<file path="config.mk">
export PLATFORM = sky130hd
export DESIGN_NAME = l15_req_port_arbiter
export DESIGN_NICKNAME = d
export VERILOG_FILES = /design/src/rtl/drac_pkg.sv /design/src/rtl/l15_arb_pick.sv /design/src/rtl/l15_req_port_arbiter.sv
export SDC_FILE = /design/constraint.sdc
export NUM_CORES = 1
export LEC_CHECK = 0
export BUFFER_PORTS_ARGS = -buffer_cell sky130_fd_sc_hd__buf_2
export CORE_UTILIZATION = 52
export CTS_BUF_LIST = sky130_fd_sc_hd__clkbuf_8
export CTS_CLUSTER_SIZE = 8
export DETAILED_ROUTE_END_ITERATION = 10
export MAX_ROUTING_LAYER = met4
export PLACE_DENSITY_LB_ADDON = 0.3
export RECOVER_POWER = 50
export SETUP_SLACK_MARGIN = 0.4
export SYNTH_ARGS = -nofsm -noshare
export SYNTH_HDL_FRONTEND = slang
export SYNTH_SLANG_ARGS = --single-unit
</file>
<file path="constraint.sdc">
create_clock -name clk_i -period 2.3 [get_ports clk_i]
set_clock_uncertainty 0.2 [all_clocks]
set_input_delay 0 -clock clk_i [delete_from_list [all_inputs] [get_ports clk_i]]
set_output_delay 0 -clock clk_i [all_outputs]
set_load 0.01 [all_outputs]
</file>
<file path="src/rtl/drac_pkg.sv">
`default_nettype none
// ----------------------------------------------------------------------------
// | drac_pkg: shared types and port indices for the L1.5 request arbiter.    |
// | Revision: 1.0                                                            |
// ----------------------------------------------------------------------------
package drac_pkg;

  typedef enum logic [0:0] {
    L15_ARB_IDLE = 1'b0,
    L15_ARB_REQ  = 1'b1
  } l15_arb_state_e;

  localparam int L15_ARB_PORTID_W = 2;
  typedef logic [L15_ARB_PORTID_W-1:0] req_portid_t;

  localparam int L15_ARB_AGE_W = 8;

  localparam req_portid_t L15_PORT_ICACHE      = 2'd0;
  localparam req_portid_t L15_PORT_DCACHE_READ  = 2'd1;
  localparam req_portid_t L15_PORT_DCACHE_WRITE = 2'd2;
  localparam req_portid_t L15_PORT_DCACHE_AMO   = 2'd3;

endpackage
`default_nettype wire

</file>
<file path="src/rtl/l15_arb_pick.sv">
`default_nettype none
// ----------------------------------------------------------------------------
// | l15_arb_pick: find-first-set over a request vector, starting at offset_i |
// | and wrapping around. Revision: 1.0                                       |
// ----------------------------------------------------------------------------
module l15_arb_pick #(
  parameter int N = 4,
  parameter int W = 2
) (
  input  logic [N-1:0] req_i,
  input  logic [W-1:0] offset_i,
  output logic         found_o,
  output logic [W-1:0] idx_o
);

  logic [W-1:0] cand;

  // Scan from the far end back toward the offset so the first hit wins last.
  always_comb begin
    found_o = |req_i;
    idx_o   = '0;
    cand    = '0;
    for (int i = N - 1; i >= 0; i--) begin
      cand = W'((int'(offset_i) + i) % N);
      if (req_i[cand]) idx_o = cand;
    end
  end

endmodule
`default_nettype wire

</file>
<file path="src/rtl/l15_req_port_arbiter.sv">
`default_nettype none
// ----------------------------------------------------------------------------
// | l15_req_port_arbiter: grants one core miss port at a time to the L1.5,   |
// | with credits and starvation aging. Option macro: L15_ARB_RR_EN.          |
// | Revision: 1.0                                                            |
// ----------------------------------------------------------------------------
module l15_req_port_arbiter
  import drac_pkg::*;
#(
  parameter int NumPorts       = 4,
  parameter int MaxOutstanding = 4,
  parameter int StarveTh       = 16,
  parameter int PortIdWidth    = $clog2(NumPorts)
) (
  input  logic                   clk_i,
  input  logic                   rst_i,
  input  logic [NumPorts-1:0]    req_valid_i,
  output logic [NumPorts-1:0]    req_ready_o,
  output logic                   l15_val_o,
  output logic [PortIdWidth-1:0] l15_portid_o,
  input  logic                   l15_ack_i,
  input  logic                   rtrn_valid_i,
  input  logic [PortIdWidth-1:0] rtrn_portid_i,
  output logic                   busy_o,
  output logic                   err_o
);

  localparam int CntW = $clog2(MaxOutstanding + 1);

  l15_arb_state_e                          state_q, state_d;
  logic [PortIdWidth-1:0]                  portid_q, portid_d;
  logic [NumPorts-1:0][CntW-1:0]           cnt_q, cnt_d;
  logic [NumPorts-1:0][L15_ARB_AGE_W-1:0]  age_q, age_d;
  logic                                    err_q, err_d;

  logic [NumPorts-1:0]    eligible, urgent, granted, ack_hit, rtrn_hit;
  logic                   urg_found, nrm_found, ack_fire;
  logic [PortIdWidth-1:0] urg_idx, nrm_idx, rr_offset, winner;

  assign ack_fire = (state_q == L15_ARB_REQ) && l15_ack_i;

  always_comb begin
    for (int p = 0; p < NumPorts; p++) begin
      eligible[p] = req_valid_i[p] && (cnt_q[p] < CntW'(MaxOutstanding));
      urgent[p]   = eligible[p] && (age_q[p] >= L15_ARB_AGE_W'(StarveTh));
      ack_hit[p]  = ack_fire && (portid_q == PortIdWidth'(p));
      rtrn_hit[p] = rtrn_valid_i && (rtrn_portid_i == PortIdWidth'(p));
    end
  end

`ifdef L15_ARB_RR_EN
  logic [PortIdWidth-1:0] last_grant_q, last_grant_d;

  always_comb begin
    last_grant_d = ack_fire ? portid_q : last_grant_q;
    rr_offset    = (last_grant_q == PortIdWidth'(NumPorts - 1)) ? '0 : last_grant_q + 1'b1;
  end

  always_ff @(posedge clk_i or posedge rst_i) begin
    if (rst_i) last_grant_q <= PortIdWidth'(NumPorts - 1);
    else       last_grant_q <= last_grant_d;
  end
`else
  assign rr_offset = '0;
`endif

  // Urgency always resolves by fixed priority, independent of round-robin.
  l15_arb_pick #(.N(NumPorts), .W(PortIdWidth)) u_pick_urgent (
    .req_i   (urgent),
    .offset_i('0),
    .found_o (urg_found),
    .idx_o   (urg_idx)
  );

  l15_arb_pick #(.N(NumPorts), .W(PortIdWidth)) u_pick_normal (
    .req_i   (eligible),
    .offset_i(rr_offset),
    .found_o (nrm_found),
    .idx_o   (nrm_idx)
  );

  assign winner = urg_found ? urg_idx : nrm_idx;

  always_comb begin
    state_d  = state_q;
    portid_d = portid_q;
    err_d    = err_q;
    granted  = '0;
    cnt_d    = cnt_q;
    age_d    = age_q;
    case (state_q)
      L15_ARB_IDLE: begin
        if (nrm_found) begin
          state_d          = L15_ARB_REQ;
          portid_d         = winner;
          granted[winner]  = 1'b1;
        end
      end
      L15_ARB_REQ: begin
        granted[portid_q] = 1'b1;
        if (l15_ack_i) state_d = L15_ARB_IDLE;
      end
      default: state_d = L15_ARB_IDLE;
    endcase

    for (int p = 0; p < NumPorts; p++) begin
      // A simultaneous ack and return on one port cancel out.
      if (ack_hit[p] && !rtrn_hit[p]) begin
        if (cnt_q[p] < CntW'(MaxOutstanding)) cnt_d[p] = cnt_q[p] + 1'b1;
      end else if (rtrn_hit[p] && !ack_hit[p]) begin
        if (cnt_q[p] == '0) err_d = 1'b1;
        else                cnt_d[p] = cnt_q[p] - 1'b1;
      end

      if (!req_valid_i[p] || ack_hit[p])
        age_d[p] = '0;
      else if (eligible[p] && !granted[p] && (age_q[p] != '1))
        age_d[p] = age_q[p] + 1'b1;
    end
  end

  always_ff @(posedge clk_i or posedge rst_i) begin
    if (rst_i) begin
      state_q  <= L15_ARB_IDLE;
      portid_q <= '0;
      cnt_q    <= '0;
      age_q    <= '0;
      err_q    <= 1'b0;
    end else begin
      state_q  <= state_d;
      portid_q <= portid_d;
      cnt_q    <= cnt_d;
      age_q    <= age_d;
      err_q    <= err_d;
    end
  end

  assign req_ready_o  = ack_hit;
  assign l15_val_o    = (state_q == L15_ARB_REQ);
  assign l15_portid_o = portid_q;
  assign err_o        = err_q;
  assign busy_o       = (state_q != L15_ARB_IDLE) || (|cnt_q);

endmodule
`default_nettype wire

</file>
==> results.md <==
- ANT nets after route: 0
- Worst Setup Slack post-DPL: -0.0549 ns
- Largest net degree at the start of global routing: 29
- Count of synthesis-stage warnings from yosys: 0
- Post-synthesis area per instance: 8.92 µm²
- Die Width: 80.3 µm
- Final global-route overflow total: 0
- Area added between synthesis and finish: 41.3%
- Placeable core area: 5920 µm²
- Sequential cell fraction of total power: 31.9%
- Worst min-delay path category: input pin to register
- Number of buffers on the longest clock path: 2
- Reg clk slew, reported paths: 0.10 ns
- Number of instances in the synthesized netlist: 358
- Syn nets: 390
- Avg Vias per Cell: 6.11
- Launching point of the worst reg2reg path: cnt_q[5]
- Iter 0 DRT Violations: 234
- Total Power: 0.00385 W
- CTS Root Buffer Type: sky130_fd_sc_hd__clkbuf_8
- Leakage dissipation: 2.04 nW
- Hold Slack: 0.0477 ns
- Internal Power: 0.00224 W
- Element type at the critical path end: register
- Clock power frac: 16.1%
- Data arrival time at the worst-slack endpoint: 2.39 ns
- CTS tree: built
- Vias: 3139
- Clock sink count: 48
- Worst setup path class: register to register
- Number of ports placed on the die boundary: 19
- Wire length of the first global-routing pass: 13200 µm
- Via count of the first global-routing pass: 2764
- Relative slew slack: 28.2%
- Maximum fanout along the worst path: 7
- # port buffers: 18
- Final setup violating endpoints: 4
- Period utilization: 102%
- Register bit count reported by yosys: 48
- Final setup margin: -0.0546 ns
- Mapped cell area: 3190 µm²
- Count of filler cells inserted in the layout: 348
- Clock network latency to the later pin of the worst-skew pair: 0.31 ns
- Final Routed Wirelength: 9690 µm
- Most common cell after layout, fill and taps aside: sky130_fd_sc_hd__buf_4
- H-tree levels: 2
- Shortest clock period the worst path allows after layout: 2.35 ns
- Initial antenna violation count: 0
- Share of final-layout standard cells stronger than drive strength 1: 39.9%
- Pre-antenna DRT Iters: 4
- Die area: 6460 µm²
- Register area share after synthesis: 37.6%
- Run status: finished, violations left
- Number of flops mapped to enable cells by yosys: 0
- Total count of max-transition violations in the final report: 0
- Number of DRC violations after detailed routing: 0
- Count of endpoints failing hold in the final timing report: 0
- TritonCTS buffer count: 5
- Sequential cell area: 1210 µm²
- Switching share of power: 41.7%
- Antenna fix cells: 0
- Routed wire per std cell: 18.9 µm
- Peak VDD IR: 0.000746 V
- Count of distinct cell types in the synthesized netlist: 57
- Power per cell area: 854 nW/µm²
- Combinational group share of total power: 52.0%
- Area occupied by multi-input gates: 2350 µm²
- Violated checks: negative setup slack
- Placement row count: 28
- Total Routing Usage GR: 27.3%
- Worst setup path startpoint: cnt_q[5]
- Unrepaired setup endpoints after global routing: yes
- Initial Util: 53.9%
- Transition time at the pin with the least slew margin: 1.08 ns
- Worst Setup Start Kind: register
- Final weighted congestion in routability-driven placement: 0.903
- Max-cap violations: 0
- Sw Pwr: 0.00161 W
- Highest-count cells in the layout ignoring fill and taps: sky130_fd_sc_hd__buf_4 (45), sky130_fd_sc_hd__nand2_1 (43), sky130_fd_sc_hd__dfrtp_1 (43)
- FFs w/ async S/R, synth: 100%
- Post-layout nets: 470
- Dominant synthesized flop cell: sky130_fd_sc_hd__dfrtp_1
- Fmax: 425 MHz
- Hold Startpoint: req_valid_i[2]
- Y dimension of the die: 80.3 µm
- Required time of the worst setup path: 2.33 ns
- Dpl hpwl: 5180 µm
synth_stat cells, types with 2 or more instances:
cell | count | share of area, %
sky130_fd_sc_hd__o211a_1 | 3 | 0.94
sky130_fd_sc_hd__nor4_2 | 2 | 0.78
sky130_fd_sc_hd__nor2_1 | 19 | 2.2
sky130_fd_sc_hd__nand4b_1 | 3 | 0.82
sky130_fd_sc_hd__xor2_1 | 2 | 0.55
sky130_fd_sc_hd__a41oi_1 | 2 | 0.55
sky130_fd_sc_hd__buf_2 | 2 | 0.31
sky130_fd_sc_hd__ha_1 | 18 | 7.1
sky130_fd_sc_hd__o31ai_1 | 3 | 0.71
sky130_fd_sc_hd__dfrtp_1 | 48 | 38
sky130_fd_sc_hd__nor4_1 | 6 | 1.2
sky130_fd_sc_hd__buf_1 | 2 | 0.24
sky130_fd_sc_hd__o21ai_0 | 21 | 3.3
sky130_fd_sc_hd__mux2i_1 | 21 | 6.6
sky130_fd_sc_hd__o21ai_1 | 2 | 0.31
sky130_fd_sc_hd__a31oi_1 | 2 | 0.39
sky130_fd_sc_hd__nand4_1 | 6 | 1.2
sky130_fd_sc_hd__nand2_1 | 45 | 5.3
sky130_fd_sc_hd__nand2b_1 | 8 | 1.6
sky130_fd_sc_hd__or3_1 | 6 | 1.2
sky130_fd_sc_hd__a21oi_1 | 10 | 1.6
sky130_fd_sc_hd__nand3_1 | 29 | 4.5
sky130_fd_sc_hd__and2_1 | 6 | 1.2
sky130_fd_sc_hd__fa_1 | 4 | 2.5
sky130_fd_sc_hd__nor3_1 | 7 | 1.1
sky130_fd_sc_hd__nor2b_1 | 3 | 0.59
sky130_fd_sc_hd__mux2_2 | 2 | 0.71
sky130_fd_sc_hd__or2_2 | 2 | 0.39
sky130_fd_sc_hd__and3_1 | 8 | 1.6
sky130_fd_sc_hd__o21a_1 | 2 | 0.47
sky130_fd_sc_hd__o31a_1 | 2 | 0.55
sky130_fd_sc_hd__inv_1 | 27 | 3.2
sky130_fd_sc_hd__or4_1 | 2 | 0.47
sky130_fd_sc_hd__a221oi_1 | 2 | 0.55
sky130_fd_sc_hd__clkbuf_1 | 6 | 0.71
sky130_fd_sc_hd__o211ai_1 | 2 | 0.47
sky130_fd_sc_hd__o32ai_1 | 3 | 0.82
power groups by stage:
stage	Clock (W)	Sequential [W]	Combinational, W
after floorplan	0	0.00115	0.00102
final	0.000618	0.00123	0.00200
after global placement	0	0.00118	0.00128
after global routing	0.000649	0.00125	0.00214
after CTS	0.000618	0.00118	0.00157
after detailed placement	0	0.00119	0.00133
critical path: stages (launching register included):
cell	delay, ns
sky130_fd_sc_hd__dfrtp_1	0.49
sky130_fd_sc_hd__nand2b_4	0.25
sky130_fd_sc_hd__nor2_4	0.17
sky130_fd_sc_hd__buf_4	0.14
sky130_fd_sc_hd__o32ai_4	0.08
sky130_fd_sc_hd__o211a_4	0.29
sky130_fd_sc_hd__buf_6	0.13
sky130_fd_sc_hd__or4_4	0.41
sky130_fd_sc_hd__a21oi_2	0.12
worst paths after layout:
check | endpoint | slack [ns] | cells after the start
setup / recovery | age_q[5] | -0.05 | 8
hold / removal | age_q[21] | 0.05 | 4
setup reg to reg | age_q[5] | -0.05 | 8
hold reg to reg | age_q[2] | 0.30 | 1
max in group asynchronous | age_q[6] | 0.58 | 4
min in group asynchronous | age_q[10] | 0.31 | 3
layer usage:
| metal | part of all wire, % | track usage [%] |
|---|---|---|
| met1 | 43 | 35.0 |
| met2 | 51 | 44.7 |
| met3 | 4.3 | 4.09 |
| met4 | 2.4 | 8.39 |
| met5 | 0 | - |
repair_timing:
| item | 4_1_cts | 5_1_grt |
|---|---|---|
| setup endpoints to repair | 44 | 47 |
| buffers inserted | 20 | 21 |
| resized for setup | 42 | 59 |
| endpoints found under the hold margin | 37 | 0 |
| hold buffers | 4 | 0 |
| pin swaps | 33 | 32 |
cell type report:
cell class,instances,share of cell area [%]
clock buffer,5,1.53
clock inverter,3,0.860
inverter,27,2.52
multi-input combinational,273,52.1
sequential,48,26.8
tap,75,2.08
timing repair buffer,83,14.1
flip-flops by register name, summed over array words and instances (netlist names):
name and count:
age_q 32, err_o 1, l15_portid_o 2, l15_val_o 1
cnt_q 12
kinds of logic (layout without fill, tap and decap cells):
logic type | count (synthesis) | in the layout | share of synthesized area (%)
AO/OA/AOI/OAI | 67 | 67 | 14.2
adder cells (fa/ha/maj) | 22 | 22 | 9.57
multiplexers | 23 | 23 | 7.29
AND/OR/NAND/NOR | 158 | 158 | 26.1
buffers and inverters | 37 | 118 | 4.43
XOR/XNOR | 3 | 3 | 0.823
flip-flops | 48 | 48 | 37.6
metrics by stage:
| stage | instances | utilization, % | cell area, µm² | TNS (ns) |
|---|---|---|---|---|
| 5_1_grt | 514 | 76.2 | 4510 | -1.42 |
| 2_1_floorplan | 358 | - | 3430 | 0 |
| 3_3_place_gp | 461 | 62.1 | 3680 | 0 |
| 3_5_place_dp | 461 | 62.1 | 3680 | -0.0586 |
| 6_report | 514 | 76.2 | 4510 | -0.115 |
| 4_1_cts | 493 | 70.1 | 4150 | 0 |
Power figures use the tool's default switching activity.
